**config.mk**
```make
export PLATFORM = sky130hd
export DESIGN_NAME = vga_scan_timer
export DESIGN_NICKNAME = d
export VERILOG_FILES = /design/src/rtl/vga_scan_timer.sv
export SDC_FILE = /design/constraint.sdc
export NUM_CORES = 1
export LEC_CHECK = 0
export BUFFER_PORTS_ARGS = -buffer_cell sky130_fd_sc_hd__buf_2
export CAP_MARGIN = 10
export CORE_UTILIZATION = 50
export CTS_BUF_LIST = sky130_fd_sc_hd__clkbuf_8
export CTS_CLUSTER_DIAMETER = 40
export DETAILED_ROUTE_END_ITERATION = 10
export GPL_TIMING_DRIVEN = 1
export PLACE_DENSITY = 0.78
export REMOVE_ABC_BUFFERS = 1
export SLEW_MARGIN = 20
export SYNTH_ARGS = -nofsm -noshare
export SYNTH_HDL_FRONTEND = slang
export SYNTH_SLANG_ARGS = --single-unit
```
**constraint.sdc**
```tcl
create_clock -name clk -period 2.3 [get_ports clk]
set_input_delay 0.345 -clock clk [delete_from_list [all_inputs] [get_ports clk]]
set_output_delay 0.345 -clock clk [all_outputs]
set_load 0.03 [all_outputs]
```
**src/rtl/vga_scan_timer.sv**
```systemverilog
// VGA raster timing: pixel-rate divider, horizontal/vertical scan counters and
// registered, mutually aligned coordinate, active-video, sync and strobe outputs.
module vga_scan_timer #(
    parameter int CLK_DIV  = 2,
    parameter int H_ACTIVE = 640,
    parameter int H_FP     = 16,
    parameter int H_SYNC   = 96,
    parameter int H_BP     = 48,
    parameter int V_ACTIVE = 480,
    parameter int V_FP     = 10,
    parameter int V_SYNC   = 2,
    parameter int V_BP     = 33,
    parameter bit SYNC_POL = 1'b0
) (
    input  logic        clk,
    input  logic        rst_n,
    output logic [10:0] x,
    output logic [10:0] y,
    output logic        enb,
    output logic        hsync,
    output logic        vsync,
    output logic        pix_tick,
    output logic        line_start,
    output logic        frame_start
);
    localparam int H_TOTAL = H_ACTIVE + H_FP + H_SYNC + H_BP;
    localparam int V_TOTAL = V_ACTIVE + V_FP + V_SYNC + V_BP;
    localparam int DW      = (CLK_DIV > 1) ? $clog2(CLK_DIV) : 1;

    logic [DW-1:0] div_reg;
    logic          adv;
    logic [10:0]   h_reg, v_reg;
    logic [10:0]   h_next, v_next;
    logic          div_zero, hs_on, vs_on;

    // With CLK_DIV = 1 the divider collapses to a constant and every clock is a pixel.
    generate
        if (CLK_DIV > 1) begin : g_div
            always_ff @(posedge clk) begin
                if (!rst_n)
                    div_reg <= '0;
                else if (adv)
                    div_reg <= '0;
                else
                    div_reg <= div_reg + DW'(1);
            end
            assign adv = (div_reg == DW'(CLK_DIV - 1));
        end else begin : g_nodiv
            assign div_reg = '0;
            assign adv     = 1'b1;
        end
    endgenerate

    always_comb begin
        h_next = h_reg;
        v_next = v_reg;
        if (adv) begin
            if (h_reg == 11'(H_TOTAL - 1)) begin
                h_next = '0;
                v_next = (v_reg == 11'(V_TOTAL - 1)) ? 11'd0 : v_reg + 11'd1;
            end else begin
                h_next = h_reg + 11'd1;
            end
        end
    end

    always_ff @(posedge clk) begin
        if (!rst_n) begin
            h_reg <= '0;
            v_reg <= '0;
        end else begin
            h_reg <= h_next;
            v_reg <= v_next;
        end
    end

    assign div_zero = (div_reg == '0);
    assign hs_on    = (h_reg >= 11'(H_ACTIVE + H_FP)) && (h_reg < 11'(H_ACTIVE + H_FP + H_SYNC));
    assign vs_on    = (v_reg >= 11'(V_ACTIVE + V_FP)) && (v_reg < 11'(V_ACTIVE + V_FP + V_SYNC));

    // All outputs are sampled from the same counter state, so they stay aligned.
    always_ff @(posedge clk) begin
        if (!rst_n) begin
            x           <= '0;
            y           <= '0;
            enb         <= 1'b0;
            hsync       <= ~SYNC_POL;
            vsync       <= ~SYNC_POL;
            pix_tick    <= 1'b0;
            line_start  <= 1'b0;
            frame_start <= 1'b0;
        end else begin
            x           <= h_reg;
            y           <= v_reg;
            enb         <= (h_reg < 11'(H_ACTIVE)) && (v_reg < 11'(V_ACTIVE));
            hsync       <= hs_on ? SYNC_POL : ~SYNC_POL;
            vsync       <= vs_on ? SYNC_POL : ~SYNC_POL;
            pix_tick    <= div_zero;
            line_start  <= div_zero && (h_reg == '0);
            frame_start <= div_zero && (h_reg == '0) && (v_reg == '0);
        end
    end
endmodule

```
==> results.sh, run 1 <==
export IMPL_status="finished, final reports clean"
export IMPL_async_flop_share_pct=0
export IMPL_hp_start="rst_n"
export IMPL_rr_worst_depth=5
export IMPL_firstDrtPassIters=4
export IMPL_layoutNonFillerInstCount=285
export IMPL_area_delta_synth_final_pct=14.9
export IMPL_wire_per_inst_um=12.5
export IMPL_hold_buffers=0
export IMPL_grt_usage_pct=18.9
export IMPL_core_area_mm2=0.00374
export IMPL_h_tree_depth=2
export IMPL_crit_path_top_delay_cell="or4_1"
export IMPL_synthCells=204
export IMPL_synth_ff_type="dfxtp_1"
export IMPL_max_freq_ghz=0.501
export IMPL_gp_congestion=0.882
export IMPL_cts_root_buf="clkbuf_8"
export IMPL_post_cts_setup_buffers=0
export IMPL_finalInstanceArea_mm2=0.00228
export IMPL_path_clk_slew_ns=0.09
export IMPL_numPortBuffers=29
export IMPL_dieArea_mm2=0.00423
export IMPL_r2r_setup_slack_ns=0.31
export IMPL_arrival_ns=2.23
export IMPL_ys_ff_latch=51
export IMPL_worst_endpoint_required_ns=2.54
export IMPL_yosysMostFrequentCell="dfxtp_1"
export IMPL_end_kind="flip-flop"
export IMPL_clk_latency_ns=0.31
export IMPL_peakVddDrop_uv=359
export IMPL_ctsResizeCount=0
export IMPL_worst_r2r_endpoint="v_reg[7]"
export IMPL_grt_remaining_overflow=0
export IMPL_synth_top_cell_by_area="dfxtp_1"
export IMPL_cts_buffers=5
export IMPL_finalWorstPathRequiredPeriod_ns=1.99
export IMPL_dieWidth_um=65.1
export IMPL_worstSetupPathType="flip-flop to flip-flop"
export IMPL_ant_nets=0
export IMPL_holdWs_ns=0.349
export IMPL_clock_sinks=51
export IMPL_max_stage_delay_ns=0.58
export IMPL_antenna_found_initial=0
export IMPL_synth_cell_types=41
export IMPL_wirelength_mm=3.57
export IMPL_synthTopCellsByCount="dfxtp_1 (51), and2_1 (21), nand2_1 (16)"
export IMPL_clock_path_buffers=2
export IMPL_synth_area_mm2=0.00199
export IMPL_p_leak_nw=0.898
export IMPL_tightest_slew_ns=0.483
export IMPL_p_per_area_mw_per_mm2=687
export IMPL_rsz0062_at_grt="false"
export IMPL_syn_avg_cell_area_um2=9.75
export IMPL_grt_pass1_wl_mm=6.04
export IMPL_cp_num_buf_inv=0
export IMPL_fin_skew_ns=0.00662
export IMPL_dp_hpwl_mm=2.42
export IMPL_power_w=0.00157
export IMPL_crit_family="simple AND/OR/NAND/NOR gates"
export IMPL_grt_pass1_vias=1261
export IMPL_synth_area_leaders="dfxtp_1 (51%), and2_1 (6.6%), ha_1 (3.1%)"
export IMPL_drive_above_1_share_pct=19.0
export IMPL_pin_count=30
export IMPL_n_antenna_cell=0
export IMPL_place_area_mm2=0.00218
export IMPL_hp_class="input pin to flip-flop"
export IMPL_synth_top_area_share_pct=51.4
export IMPL_final_setup_tns_ns=0
export IMPL_start_util_pct=53.1
export IMPL_synth_edff_count=0
export IMPL_dp_cells=278
export IMPL_finalNetCount=244
export IMPL_fp_dieH_um=65.1
export IMPL_hold_viol=0
export IMPL_drc=0
export IMPL_via_count=1479
export IMPL_cts_tree="yes"
export IMPL_finalCritPeriodShare_pct=86.7
export IMPL_worstHoldPathCells=2
export IMPL_setup_viol=0
export IMPL_finalMaxSlewViolations=0
export IMPL_drt_vias_per_instance=5.19
export IMPL_path_max_fanout=24
export IMPL_path_cells="ha_1, nand2_1, nand4bb_4, or4_1, a21oi_1"
export IMPL_min_to="adv"
export IMPL_start_kind="flip-flop"
export IMPL_synth_seq_area_share_pct=51.4
export IMPL_yosys_warnings=0
export IMPL_rr_startpoint="h_reg[0]"
export IMPL_std_cell_rows=22
export IMPL_grt_start_max_net_pins=31
export IMPL_max_slew_margin_rel_pct=67.5
export IMPL_cap_violations=0
export IMPL_drt_iter0_drc=85
metrics by stage:
step                setup WS, ns  utilization [%]
floorplan                  0.542                -
finish                     0.305             61.0
CTS                        0.304             61.0
global placement           0.415             58.2
global route               0.155             61.0
detailed placement         0.343             58.2
area by class of cell:
type                       count  area (µm²)
inverter                       6        22.5
sequential                    51        1020
clock buffer                   5        68.8
timing repair buffer          33         175
clock inverter                 2        37.5
multi-input combinational    140         898
tap                           48        60.1
fill                         335        1460
how the worst max path moves through the flow:
stage / from / to / slack (ns) / cells after the start
5_1_grt: h_reg[0] / v_reg[10] / 0.15 / 5
2_1_floorplan: h_reg[0] / v_reg[7] / 0.54 / 5
6_report: h_reg[0] / v_reg[7] / 0.31 / 5
4_1_cts: h_reg[0] / v_reg[7] / 0.30 / 5
3_3_place_gp: h_reg[0] / v_reg[10] / 0.41 / 5
3_5_place_dp: h_reg[0] / v_reg[7] / 0.34 / 5
worst reg2reg max path: cells and delay by family (launching register included):
family	cells	cell delay, ns
flip-flops	1	0.44
adder cells (fa/ha/maj)	1	0.23
AND/OR/NAND/NOR	3	1.12
AO/OA/AOI/OAI	1	0.15
power breakdown:
group | internal [W] | switching [W]
sequential | 0.000894 | 0.00000719
clock | 0.000318 | 0.000285
combinational | 0.0000215 | 0.0000433
per-layer routing:
metal,GRT usage (%),up-vias,part of all wire (%)
li1,-,770,-
met1,25.7,658,49
met2,27.7,45,43
met3,5.28,6,6.2
met4,8.42,0,2.0
met5,0,-,0
cell families (layout without fill, tap and decap cells):
logic type / Yosys count / in the layout / synth area share [%]
AND/OR/NAND/NOR: 99 / 99 / 29.7
flip-flops: 51 / 51 / 51.4
AO/OA/AOI/OAI: 26 / 26 / 7.93
buffers and inverters: 13 / 46 / 3.46
XOR/XNOR: 10 / 10 / 4.41
adder cells (fa/ha/maj): 5 / 5 / 3.15
cell usage in the layout (no fill, tap or decap), drive strengths merged, types with 3 or more instances in the layout:
cell type	count
nand3	5
ha	5
nor2	14
nand4	7
or4	5
a21boi	3
inv	6
xnor2	7
buf	33
clkbuf	5
or3	6
nand2	16
a21oi	8
nor2b	3
o21ai	8
o31ai	4
xor2	3
nor4	3
nor3	6
and2	22
dfxtp	51
(Power assumes the default switching activity.)
==> run 2, diff against run 1 <==
--- a/config.mk
+++ b/config.mk
@@ -16,2 +16,3 @@
 export REMOVE_ABC_BUFFERS = 1
+export SETUP_SLACK_MARGIN = 0.5
 export SLEW_MARGIN = 20
==> constraint.sdc (replaced) <==
create_clock -name clk -period 2.3 [get_ports clk]
set_input_delay 0.115 -clock clk [delete_from_list [all_inputs] [get_ports clk]]
set_output_delay 0.115 -clock clk [all_outputs]
set_load 0.03 [all_outputs]
==> run 2 against run 1 <==
Against the previous run:
- combinational power is 3.4% higher
- highest routed layer unchanged
- sequential cell count stayed put
- power is 0.13% higher
- non-clock buffer count is 2 higher
- clock skew hardly changed
- register-to-register slack better by 0.26 ns
- clock power hardly changed
- largest power group unchanged
==> results.sh, run 2 (synthesized netlist as in run 1, its figures left out) <==
export IMPL_grt_start_max_net_pins=31
export IMPL_met2_usage_pct=31.0
export IMPL_antenna_found_initial=0
export IMPL_numPortBuffers=29
export IMPL_setup_viol=0
export IMPL_layout_commonest_cell="dfxtp_1"
export IMPL_max_slew_margin_rel_pct=70.7
export IMPL_max_freq_ghz=0.575
export IMPL_path_clk_slew_ns=0.09
export IMPL_layout_common_cells="dfxtp_1 (47), buf_2 (29), and2_1 (21)"
export IMPL_peakVddDrop_uv=360
export IMPL_drive_above_1_share_pct=24.1
export IMPL_grt_pass1_vias=1327
export IMPL_start_util_pct=53.1
export IMPL_finalWorstPathRequiredPeriod_ns=1.74
export IMPL_wire_per_inst_um=13.6
export IMPL_hp_class="input pin to flip-flop"
export IMPL_use_met1_pct=27.2
export IMPL_cap_violations=0
export IMPL_r2r_setup_slack_ns=0.56
export IMPL_clock_path_buffers=2
export IMPL_cts_tree="yes"
export IMPL_dp_cells=278
export IMPL_cts_buffers=5
export IMPL_clk_latency_ns=0.31
export IMPL_final_setup_tns_ns=0
export IMPL_worstSetupPathType="flip-flop to flip-flop"
export IMPL_gp_congestion=0.882
export IMPL_p_per_area_mw_per_mm2=661
export IMPL_end_kind="flip-flop"
export IMPL_rr_startpoint="h_reg[4]"
export IMPL_grt_remaining_overflow=0
export IMPL_status="finished, final reports clean"
export IMPL_finalMaxSlewViolations=0
export IMPL_worst_endpoint_required_ns=2.54
export IMPL_dp_hpwl_mm=2.42
export IMPL_via_count=1549
export IMPL_startpoint="h_reg[4]"
export IMPL_h_tree_depth=2
export IMPL_cts_root_buf="clkbuf_8"
export IMPL_fp_dieH_um=65.1
export IMPL_drc=0
export IMPL_arrival_ns=1.98
export IMPL_clock_sinks=51
export IMPL_finalCritPeriodShare_pct=75.6
export IMPL_grt_util_met3_pct=5.28
export IMPL_std_cell_rows=22
export IMPL_hold_viol=0
export IMPL_grt_pass1_wl_mm=6.51
export IMPL_dieWidth_um=65.1
export IMPL_path_max_fanout=7
export IMPL_wirelength_mm=3.94
export IMPL_drt_vias_per_instance=5.36
export IMPL_p_leak_nw=0.922
export IMPL_layoutNonFillerInstCount=289
export IMPL_core_area_mm2=0.00374
export IMPL_finalNetCount=248
export IMPL_fin_skew_ns=0.00645
export IMPL_drt_iter0_drc=115
export IMPL_firstDrtPassIters=4
export IMPL_area_delta_synth_final_pct=19.6
export IMPL_busiest_layer="met2"
export IMPL_ant_nets=0
export IMPL_dieArea_mm2=0.00423
export IMPL_hp_start="rst_n"
export IMPL_grt_usage_pct=20.3
export IMPL_tightest_slew_ns=0.436
export IMPL_rsz0062_at_grt="false"
export IMPL_pin_count=30
export IMPL_n_antenna_cell=0
export IMPL_start_kind="flip-flop"
-- run 2: per-layer routing --
layer,part of all wire [%],wire length (µm),vias up
met5,0,0,-
met4,1.9,73,0
met3,7.0,276,6
met2,45,1760,63
met1,46,1830,701
li1,-,-,779
-- run 2: worst paths after layout --
check,to,cells past startpoint
setup / recovery,v_reg[7],4
hold / removal,adv,2
setup reg to reg,v_reg[7],4
hold reg to reg,v_reg[1],2
-- run 2: final cells by class --
cell class / instances / area, µm²
Tap cell: 48 / 60.1
Timing Repair Buffer: 35 / 203
Clock inverter: 2 / 37.5
Clock buffer: 5 / 68.8
Fill cell: 316 / 1370
Inverter: 6 / 22.5
Multi-Input combinational cell: 142 / 958
Sequential cell: 51 / 1030
-- run 2: power breakdown --
group          internal (W)  switching (W)  total [W]
logic             0.0000224      0.0000446  0.0000670
clock network      0.000318       0.000285   0.000602
registers          0.000895     0.00000735   0.000902
total               0.00124       0.000337    0.00157
-- run 2: worst max-delay path: stages, from the launching register on --
cell	delay, ns
dfxtp_1	0.50
nand3_2	0.19
nand4bb_4	0.31
or4_1	0.52
a21oi_1	0.16
-- run 2: per-stage QoR --
stage / total power (W) / hold WS (ns) / utilization [%] / area (µm²) / setup slack, ns
6_report: 0.00157 / 0.116 / 63.5 / 2380 / 0.561
5_1_grt: 0.00163 / 0.120 / 63.5 / 2380 / 0.497
4_1_cts: 0.00158 / 0.116 / 62.7 / 2350 / 0.534
3_5_place_dp: 0.000986 / 0.445 / 58.2 / 2180 / 0.343
3_3_place_gp: 0.000985 / 0.434 / 58.2 / 2180 / 0.415
2_1_floorplan: 0.000960 / 0.233 / - / 1940 / 0.542
-- run 2: repair_timing --
action,CTS,global route
pin swaps,1,2
buffers inserted,1,1
setup endpoints to repair,14,13
resized for setup,5,6
gates cloned,2,0
hold buffers,0,0
==> run 3, diff against run 2 <==
Settings changed: ABC_AREA set to 1.
Clock period 2.3 ns to 1.8 ns, I/O delays scaled along.
==> run 3 against run 2 <==
Against the previous run:
- cell area rose by 12%
- routed wire length up 20%
- via count rose by 27%
- global-route usage is 2.5 points higher
- register-to-register slack got worse by 0.14 ns
- clock power is essentially flat
- critical path depth is 4 higher
- largest cell class unchanged
==> results.sh, run 3 <==
export IMPL_status="finished, final reports clean"
export IMPL_start_kind="flip-flop"
export IMPL_clock_path_buffers=2
export IMPL_dieArea_mm2=0.00458
export IMPL_synth_xor_area_share_pct=0.813
export IMPL_dieWidth_um=67.7
export IMPL_finalMaxSlewViolations=0
export IMPL_crit_family="simple AND/OR/NAND/NOR gates"
export IMPL_synth_cell_types=27
export IMPL_grt_pass1_wl_mm=7.70
export IMPL_cap_violations=0
export IMPL_fin_skew_ns=0.00664
export IMPL_grt_remaining_overflow=0
export IMPL_std_cell_rows=23
export IMPL_synth_edff_count=0
export IMPL_finalWorstPathRequiredPeriod_ns=1.38
export IMPL_rsz0062_at_grt="true"
export IMPL_grt_start_max_net_pins=32
export IMPL_synth_top_family_by_area="simple AND/OR/NAND/NOR gates"
export IMPL_final_setup_tns_ns=0
export IMPL_synth_compound_gate_area_share_pct=3.54
export IMPL_synth_seq_area_share_pct=47.4
export IMPL_h_tree_depth=2
export IMPL_setup_viol=0
export IMPL_layout_commonest_cell="nand2_1"
export IMPL_finalCritPeriodShare_pct=76.7
export IMPL_max_freq_ghz=0.724
export IMPL_synthAdderAreaFrac_pct=2.90
export IMPL_wirelength_mm=4.71
export IMPL_drt_vias_per_instance=4.99
export IMPL_finalNetCount=351
export IMPL_cts_root_buf="clkbuf_8"
export IMPL_ys_ff_latch=51
export IMPL_via_count=1960
export IMPL_fp_dieH_um=67.7
export IMPL_ant_nets=0
export IMPL_p_per_area_mw_per_mm2=691
export IMPL_start_util_pct=53.1
export IMPL_async_flop_share_pct=0
export IMPL_syn_avg_cell_area_um2=7.28
export IMPL_synth_simple_area_share_pct=35.3
export IMPL_gp_congestion=0.866
export IMPL_peakVddDrop_uv=391
export IMPL_hold_viol=0
export IMPL_synthMuxAreaShare_pct=0
export IMPL_hold_buffers=0
export IMPL_r2r_setup_slack_ns=0.42
export IMPL_max_slew_margin_rel_pct=78.5
export IMPL_p_leak_nw=1.32
export IMPL_tightest_slew_ns=0.323
export IMPL_worst_endpoint_required_ns=2.00
export IMPL_dp_hpwl_mm=3.06
export IMPL_synth_area_mm2=0.00216
export IMPL_grt_pass1_vias=1686
export IMPL_holdWs_ns=0.0514
export IMPL_path_max_fanout=7
export IMPL_path_cells="ha_4, nand3_4, nor2_4, nand3_4, nand2_4, nand2_4, nand2_1, nor2_1"
export IMPL_cp_num_buf_inv=0
export IMPL_max_stage_delay_ns=0.37
export IMPL_end_kind="flip-flop"
export IMPL_numPortBuffers=29
export IMPL_drt_iter0_drc=149
export IMPL_hp_class="input pin to flip-flop"
export IMPL_worstSetupPathType="flip-flop to flip-flop"
export IMPL_clk_latency_ns=0.30
export IMPL_drc=0
export IMPL_clock_sinks=51
export IMPL_n_antenna_cell=0
export IMPL_synthTopCellsByCount="nand2_1 (78), dfxtp_1 (51), inv_1 (48)"
export IMPL_drive_above_1_share_pct=28.0
export IMPL_area_delta_synth_final_pct=24.1
export IMPL_yosys_warnings=0
export IMPL_core_area_mm2=0.00406
export IMPL_antenna_found_initial=0
export IMPL_yosysMostFrequentCell="nand2_1"
export IMPL_cts_tree="yes"
export IMPL_synth_ff_type="dfxtp_1"
export IMPL_layoutNonFillerInstCount=393
export IMPL_arrival_ns=1.58
export IMPL_synth_top_area_share_pct=47.4
export IMPL_dp_cells=373
export IMPL_cts_buffers=5
export IMPL_firstDrtPassIters=4
export IMPL_synth_area_leaders="dfxtp_1 (47%), nand2_1 (14%), inv_1 (8.4%)"
export IMPL_pin_count=30
export IMPL_path_clk_slew_ns=0.09
export IMPL_synthCells=296
export IMPL_wire_per_inst_um=12.0
export IMPL_grt_usage_pct=22.8
export IMPL_layout_common_cells="nand2_1 (76), inv_1 (44), dfxtp_1 (37)"
export IMPL_synth_top_cell_by_area="dfxtp_1"
export IMPL_crit_path_top_delay_cell="dfxtp_2"
## run 3: cell count changes in the layout (fill, tap and decap cells not counted), sizes merged, moves of 4 or more
cell / before / now
or4: 5 / 0
or3: 6 / 0
nand2: 16 / 80
a21oi: 8 / 4
nor3: 6 / 11
buf: 35 / 44
nand3: 5 / 20
o31ai: 4 / 0
inv: 6 / 53
xnor2: 7 / 0
and2: 22 / 1
nor2: 14 / 43
## run 3: worst reg2reg max path, stage by stage (launching register included)
cell     delay, ns
dfxtp_2       0.37
ha_4          0.17
nand3_4       0.09
nor2_4        0.16
nand3_4       0.14
nand2_4       0.16
nand2_4       0.09
nand2_1       0.07
nor2_1        0.04
## run 3: logic make-up (layout without fill, tap and decap cells)
kind of cell | Yosys count | after routing
AOI/OAI and AO/OA | 14 | 14
xor gates and xnor gates | 2 | 2
adders and majority gates | 5 | 5
buffers and inverters | 56 | 102
DFF | 51 | 51
and+or+nand+nor | 168 | 169
## run 3: path summary, 6_finish.rpt
kind / start / end / depth (start not counted)
max reg2reg: h_reg[1] / v_reg[5] / 8
min reg2reg: h_reg[6] / x[6] / 2
min: rst_n / pix_tick / 3
max: h_reg[1] / v_reg[5] / 8
## run 3: report_power, final
part           internal (W)  leakage (nW)  total, W  switching, W
combinational     0.0000319         0.855  0.000102     0.0000705
sequential          0.00114         0.421   0.00114    0.00000714
clock              0.000254        0.0413  0.000604      0.000349
total               0.00142          1.32   0.00185      0.000427
## run 3: area by class of cell
type / instances / area, µm²
Multi-Input combinational cell: 190 / 1020
Clock inverter: 1 / 3.75
Timing Repair Buffer: 44 / 269
Sequential cell: 51 / 1050
Clock buffer: 5 / 68.8
Fill cell: 341 / 1380
Inverter: 52 / 200
Tap cell: 50 / 62.6
## run 3: repair_timing
action | 4_1_cts | 5_1_grt
cloned | 1 | 0
endpoints found under the setup margin | 20 | 18
pin swaps | 4 | 7
gates resized for setup | 25 | 28
buffers inserted | 7 | 6
## run 3: per-stage QoR
| stage | total power (W) | cell area, µm² | util, % | worst slack (ns) |
|---|---|---|---|---|
| 2_1_floorplan | 0.00123 | 2130 | - | 0.458 |
| 3_3_place_gp | 0.00126 | 2360 | 58.1 | 0.351 |
| 3_5_place_dp | 0.00126 | 2360 | 58.1 | 0.300 |
| 4_1_cts | 0.00186 | 2560 | 63.0 | 0.502 |
| 5_1_grt | 0.00193 | 2680 | 65.9 | 0.313 |
| 6_report | 0.00185 | 2680 | 65.9 | 0.419 |
## run 3: layer usage
| metal | up-vias | GRT usage (%) | part of all wire, % | wire length [µm] |
|---|---|---|---|---|
| met1 | 874 | 30.9 | 46 | 2160 |
| met5 | - | 0 | 0 | 0 |
| li1 | 1012 | - | - | - |
| met4 | 0 | 6.91 | 1.0 | 47 |
| met2 | 70 | 35.1 | 47 | 2210 |
| met3 | 4 | 5.74 | 6.3 | 297 |
